**src/rtl/store_merge_unit_pkg.sv**
```systemverilog
// ============================================================================
// store_merge_unit_pkg : op encodings, FSM states, lane selects for store merge
// Revision: 1.0
// ============================================================================
`default_nettype none

package store_merge_unit_pkg;

  localparam logic [1:0] OP_NONE = 2'b00;
  localparam logic [1:0] OP_SB   = 2'b01;
  localparam logic [1:0] OP_SH   = 2'b10;
  localparam logic [1:0] OP_SW   = 2'b11;

  typedef logic [2:0] state_t;
  localparam state_t ST_IDLE  = 3'd0;
  localparam state_t ST_READ  = 3'd1;
  localparam state_t ST_MERGE = 3'd2;
  localparam state_t ST_WRITE = 3'd3;
  localparam state_t ST_FAULT = 3'd4;

  // Big-endian byte lanes: lane k sits at bits [31-8k -: 8]
  localparam logic [1:0] LANE_B0 = 2'd0;
  localparam logic [1:0] LANE_B1 = 2'd1;
  localparam logic [1:0] LANE_B2 = 2'd2;
  localparam logic [1:0] LANE_B3 = 2'd3;
  // addr[1] value selecting the upper halfword [31:16]
  localparam logic       HALF_HI = 1'b0;

  function automatic logic is_misaligned(input logic [1:0] op, input logic [1:0] addr_lo);
    return ((op == OP_SH) && addr_lo[0]) || ((op == OP_SW) && (addr_lo != 2'b00));
  endfunction

endpackage

`default_nettype wire

```
**src/rtl/store_lane_merge.sv**
```systemverilog
// ============================================================================
// store_lane_merge : combinational insert of a byte/halfword lane into a word
// Revision: 1.0
// ============================================================================
`default_nettype none

module store_lane_merge
  import store_merge_unit_pkg::*;
(
  input  logic [31:0] old_word,
  input  logic [31:0] data,
  input  logic [1:0]  op,
  input  logic [1:0]  addr_lo,
  output logic [31:0] merged
);

  always_comb begin
    merged = old_word;
    case (op)
      OP_SB: begin
        case (addr_lo)
          LANE_B0: merged[31:24] = data[7:0];
          LANE_B1: merged[23:16] = data[7:0];
          LANE_B2: merged[15:8]  = data[7:0];
          LANE_B3: merged[7:0]   = data[7:0];
          default: merged = old_word;
        endcase
      end
      OP_SH: begin
        if (addr_lo[1] == HALF_HI) merged[31:16] = data[15:0];
        else                       merged[15:0]  = data[15:0];
      end
      OP_SW:   merged = data;
      default: merged = old_word;
    endcase
  end

endmodule

`default_nettype wire

```
**src/rtl/store_merge_unit.sv**
```systemverilog
// ============================================================================
// store_merge_unit : SW pass-through, SB/SH read-modify-write store engine
// Revision: 1.0
// ============================================================================
`default_nettype none

module store_merge_unit
  import store_merge_unit_pkg::*;
#(
  parameter int AW = 32,
  parameter int DW = 32
) (
  input  logic          clk,
  input  logic          reset,
  input  logic          req_valid,
  input  logic [1:0]    req_op,
  input  logic [AW-1:0] req_addr,
  input  logic [DW-1:0] req_data,
  output logic [AW-1:0] mem_addr,
  output logic          mem_rd_en,
  input  logic [DW-1:0] mem_rdata,
  output logic          mem_wr_en,
  output logic [DW-1:0] mem_wdata,
  output logic          busy,
  output logic          done,
  output logic          misalign
);

  state_t        state_q, state_d;
  logic [1:0]    op_q, op_d;
  logic [AW-1:0] addr_q, addr_d;
  logic [DW-1:0] data_q, data_d;
  logic [DW-1:0] wdata_q, wdata_d;
  logic [DW-1:0] merged_w;

  store_lane_merge u_lane_merge (
    .old_word (mem_rdata),
    .data     (data_q),
    .op       (op_q),
    .addr_lo  (addr_q[1:0]),
    .merged   (merged_w)
  );

  always_comb begin
    state_d = state_q;
    op_d    = op_q;
    addr_d  = addr_q;
    data_d  = data_q;
    wdata_d = wdata_q;
    case (state_q)
      ST_IDLE: begin
        if (req_valid && (req_op != OP_NONE)) begin
          op_d   = req_op;
          addr_d = req_addr;
          data_d = req_data;
          if (is_misaligned(req_op, req_addr[1:0])) begin
            state_d = ST_FAULT;
          end else if (req_op == OP_SW) begin
            wdata_d = req_data;
            state_d = ST_WRITE;
          end else begin
            state_d = ST_READ;
          end
        end
      end
      ST_READ:  state_d = ST_MERGE;
      ST_MERGE: begin
        wdata_d = merged_w;
        state_d = ST_WRITE;
      end
      ST_WRITE: state_d = ST_IDLE;
      ST_FAULT: state_d = ST_IDLE;
      default:  state_d = ST_IDLE;
    endcase
  end

  always_ff @(posedge clk or posedge reset) begin
    if (reset) begin
      state_q <= ST_IDLE;
      op_q    <= OP_NONE;
      addr_q  <= '0;
      data_q  <= '0;
      wdata_q <= '0;
    end else begin
      state_q <= state_d;
      op_q    <= op_d;
      addr_q  <= addr_d;
      data_q  <= data_d;
      wdata_q <= wdata_d;
    end
  end

  // Strobes decode from state only, so req_* never reaches mem_* combinationally
  assign mem_addr  = {addr_q[AW-1:2], 2'b00};
  assign mem_wdata = wdata_q;
  assign mem_rd_en = (state_q == ST_READ);
  assign mem_wr_en = (state_q == ST_WRITE);
  assign done      = (state_q == ST_WRITE) || (state_q == ST_FAULT);
  assign misalign  = (state_q == ST_FAULT);
  assign busy      = (state_q != ST_IDLE);

endmodule

`default_nettype wire

```
**config.mk**
```make
export PLATFORM = sky130hd
export DESIGN_NAME = store_merge_unit
export DESIGN_NICKNAME = d
export VERILOG_FILES = /design/src/rtl/store_merge_unit_pkg.sv /design/src/rtl/store_lane_merge.sv /design/src/rtl/store_merge_unit.sv
export SDC_FILE = /design/constraint.sdc
export NUM_CORES = 1
export LEC_CHECK = 0
export BUFFER_PORTS_ARGS = -buffer_cell sky130_fd_sc_hd__buf_2
export CORE_ASPECT_RATIO = 0.8
export CORE_MARGIN = 1
export CORE_UTILIZATION = 50
export CTS_CLUSTER_DIAMETER = 60
export DETAILED_ROUTE_END_ITERATION = 8
export GPL_ROUTABILITY_DRIVEN = 1
export PLACE_DENSITY_LB_ADDON = 0.1
export SLEW_MARGIN = 20
export SYNTH_ARGS = -nofsm -noshare
export SYNTH_HDL_FRONTEND = slang
export SYNTH_SLANG_ARGS = --single-unit
```
**constraint.sdc**
```tcl
create_clock -name clk -period 3.5 [get_ports clk]
set_input_delay 0.35 -clock clk [delete_from_list [all_inputs] [get_ports clk]]
set_output_delay 0.35 -clock clk [all_outputs]
set_load 0.1 [all_outputs]
```
======== Word-level counts from Yosys, hierarchy flattened ========
Cells that the tools add are included.
word-level totals
  bits in registers ....................... 101
  output and inout bits ................... 69
cells by class
  equal/unequal tests ..................... 15
  reduce and logical (&&, ||, !) cells .... 13
  muxes and demuxes ....................... 15
operator list
  operator            count
  $mux 32             3
  $pmux 32 s3         1
  $pmux 32 s2         1
  $mux 16             2
  $mux 8              4
  $eq 2x2->1 const B  6
  $pmux 3 s3          1
  $eq 3x2->1 const B  2
  $mux 3              2
  $ne 2x2->1 const B  3
  $reduce_bool 2->1   3
  $eq 2x1->1 const B  2
  $reduce_and 4->1    1
  $eq 3x1->1 const B  1
  $eq 3x3->1 const B  1
  $logic_and 1x1->1   3
  $logic_not 3->1     1
  $reduce_bool 3->1   1
  $logic_not 2->1     1
  $logic_or 1x1->1    2
  $mux 2              1
  $reduce_and 2->1    1

======== Depth between registers and ports, before layout ========
  depth after elaboration ................. 6
  depth in mapped cells ................... 7
  depth with buffers taken out ............ 4

======== Cells and area by module ========
A second synthesis with hierarchy kept.
unflattened totals
  cells, all modules ...................... 410
  area total of the unflattened synthesis .. 4992.3 sq um
by module, submodules not included
  module            area each (sq um)  instances  cells an instance  sequential area each (sq um)
  store_merge_unit  4260.3             1          308                2527.4
  store_lane_merge  732.0              1          102                0.0

======== Worst setup path before layout ========
No wires, ideal clock.
  path kind ............................... reg2out
  start point ............................. reg state_q[0]
  end point ............................... out done
  arrival time ............................ 3.425 ns
  cell stages (with the launch flop) ...... 3
  required time ........................... 3.150 ns
  slack ................................... -0.275 ns
  cells stage by stage .................... dfrtp_1 -> nor3b_1 -> or2_2
on the way
  cells in the longest elaborated chain, start to end .. 2
  elaborated cells on any way between the ends .. 3
  classes of those cells .................. eq/ne (2); reduce/logical (1)
ends and longest elaborated chain
  item                    line                    RTL
  start, declared         store_merge_unit.sv:29  state_t state_q, state_d;
  start signal, assigned  store_merge_unit.sv:85  state_q <= state_d;
  $eq 3x3->1              --
  net misalign            store_merge_unit.sv:26  output logic misalign
  $logic_or 1x1->1        store_merge_unit.sv:98  assign done = (state_q == ST_WRITE) || (state_q == ST_FAULT);
  end, declared           store_merge_unit.sv:25  output logic done,
The timed path passes the listed nets, and every way through them passes these cells.

======== Final worst setup path ========
  start point ............................. reg state_q[1]
  end point ............................... reg wdata_q[25] (netlist: mem_wdata[25])
on the way
  cells in the longest elaborated chain, start to end .. 3
  elaborated cells on any way between the ends .. 8
  classes of those cells .................. eq/ne (4); mux (1); reduce/logical (3)
ends and longest elaborated chain
  item                                                              line                    RTL
  $eq 3x2->1 / $logic_not 3->1 (equally long branches)              store_merge_unit.sv:50  case (state_q)
  $reduce_bool 2->1 (no line) / $ne 2x2->1 (equally long branches)  --
  $reduce_and 4->1 (no line)                                        --
  end signal, assigned                                              store_merge_unit.sv:89  wdata_q <= wdata_d;
  end, declared                                                     store_merge_unit.sv:33  logic [DW-1:0] wdata_q, wdata_d;
Several ways; a longest one is shown, not always the timed one.
A chain may end at the register's enable or synchronous reset.

==> results.toml <==
[status]
status = "finished, final reports clean"

[worst_setup_path]
rrSetupSlack_ps = 1140
r2r_start = "state_q[1]"
worst_setup_path_start_kind = "flip-flop"
reg2reg_to = "mem_wdata[25]"
worstPathArrival_ps = 2610
required_ps = 3750
crit_path_end_kind = "flip-flop"
ff2ff_path_depth = 6
crit_fanout = 27
worst-setup-path-type = "reg2reg"

[global_routing]
grt_pass1_vias = 3848
grt_max_degree = 55
grtUsageTotal = 0.255
grt_pass1_wl_microns = 20100
grt_antenna_before_repair = 0
overflow = 0

[logic_synthesis]
syn-cell-area_sq_mm = 0.00495
synthCells = 443
synthSimpleGateAreaFrac = 0.0814
synth_mux_area_frac = 0.144
ys_warn_count = 0
synthAdderAreaFrac = 0
avgSynthCellArea_sq_um = 11.2
synth_top_family_by_area = "compound AO/OA/AOI/OAI gates"
yosysSeqAreaShare = 0.510
synth_xor_area_frac = 0
ys_ff_latch = 101
ys_types = 41
synth_compound_area_frac = 0.177

[drt]
post_drt_wl_per_cell_microns = 17.8
drcViolationCount = 0
antenna_left = 0
first_pass_iters = 5
drt-vias-per-instance = 5.73
wl_microns = 12700
first_iter_violations = 308
vias = 4082

[clocking]
clk_pin_slew_ps = 70
cts_resized = 0
htreeDepth = 3
cts_root_buf = "clkbuf_16"
cts_tree = "built"
hold_buffers = 0
cts.path.max_buffers = 2
cts_setup_buffers = 0
clock_sinks = 101
cts_buffers = 9
clock_latency_ps = 350

[finish]
antenna_cells = 0
final_nets = 672
drive_gt1_frac = 0.448
area_growth_pct = 20.1
design_area_sq_mm = 0.00595

[placed_design]
io_buffers = 167
dp_hpwl_microns = 9160
placed_cell_area_sq_mm = 0.00566
place.gp.congestion = 0.804
preCtsSetupSlack_ps = 1140

[flow_run]
cap_viol_max_count = 0

[floorplanning]
die_area_sq_mm = 0.0103
row_count = 32
die_w_microns = 113
die_y_microns = 91.0
ios = 170
initial_core_util = 0.513
core_area_sq_mm = 0.00965

[sta]
final-hold-violation-count = 0
fin_crit_sh = 0.674
fin_crit_ps = 2360
setup_ws_ps = 1140
setup_tns_ps = 0
setup_violations = 0
hold_ws_ps = 116
relSlewSlack = 0.355
max_slew.worst_pin.slew_ps = 967
finClkSkew_ps = 12.7
slew_violations = 0
max_freq_mhz = 424
rsz0062_at_grt = "no"

[worst_hold_path]
min_path_type = "in2async"
==> critical path: stages, from the launching register on <==
cell and delay [ps]:
dfrtp_1 450, nor3b_4 180, buf_4 230, a31oi_2 740, buf_4 390, a22oi_1 140
o21ai_0 140
==> sequential cells by signal (all words and copies together) (netlist names) <==
signal,cells
addr_q,32
op_q,2
state_q,3
mem_wdata,32
data_q,32
==> synthesized netlist by cell type, drive strengths merged <==
cell     count  share of area
o31a         1         0.0018
or3b         8          0.014
a31oi        1         0.0013
or2          1         0.0013
inv         12         0.0091
or3          1         0.0023
a211o        1         0.0018
buf         48          0.069
nand2b       3         0.0038
and4bb       1         0.0025
nor2        13          0.011
o21a         1         0.0015
conb         1        0.00076
a2bb2oi      1         0.0018
mux2        56           0.13
and3b        1         0.0018
nand3b       1         0.0015
mux2i        8          0.016
nor3         9          0.010
nor3b        3         0.0068
and4b        1         0.0020
nand2       28          0.021
a32o         8          0.016
clkbuf      11         0.0083
a22oi       16          0.024
o21ai       61          0.063
a31o         1         0.0018
nor4         1         0.0013
a221oi      16          0.028
a21oi       11          0.011
dfrtp      101           0.51
and2         1         0.0013
a211oi      16          0.024
==> cells in the final DEF, fill, tap and decap left out, types with 2 or more instances in the layout <==
cell       instances
nand2_1           28
clkbuf_16          9
o21ai_2            2
o21ai_0           58
inv_1             11
buf_4              7
nor3_1             8
a221oi_1          16
mux2_1             9
a211oi_1          16
mux2i_1            8
a32o_1             8
clkinv_2           2
a21oi_1           11
buf_2            167
or3b_2             8
conb_1             2
dfrtp_1          101
nor2_1            12
a22oi_1           16
nand2b_1           3
mux2_2            47
inv_6              3
==> kinds of logic after synthesis <==
family	count (synthesis)
AO/OA/AOI/OAI	134
flip-flops	101
AND/OR/NAND/NOR	72
buffers and inverters	71
multiplexers	64
other	1
==> worst max-delay path by stage <==
stage	startpoint	to	slack (ps)
2_1_floorplan	state_q[0]	mem_rd_en	420
3_3_place_gp	state_q[1]	mem_wdata[2]	1230
3_5_place_dp	state_q[1]	mem_wdata[4]	1140
4_1_cts	state_q[1]	mem_wdata[4]	1120
5_1_grt	state_q[1]	mem_wdata[25]	1010
6_report	state_q[1]	mem_wdata[25]	1140
==> per-stage QoR <==
step,instances,utilization
after floorplan,444,-
after global placement,696,0.587
after detailed placement,696,0.587
after CTS,712,0.616
after global routing,712,0.616
final,712,0.616
==> per-layer routing <==
layer,GRT usage,vias to the layer above,wire length [microns]
met4,0.0746,0,140
li1,-,1855,-
met2,0.386,211,5710
met5,0,-,0
met3,0.0587,12,1070
met1,0.368,2004,5770
==> area by class of cell <==
class	count	area (sq um)
clock inverters	6	45.0
inverters	12	47.5
repair buffers	175	908
flip-flops and latches	101	2530
multi-input cells	272	2010
fillers	808	3700
well taps	136	170
clock buffers	10	239
Power is left out: the tool's default activity adds up to more than one toggle a clock period on the data nets, which glitch-free logic cannot reach.
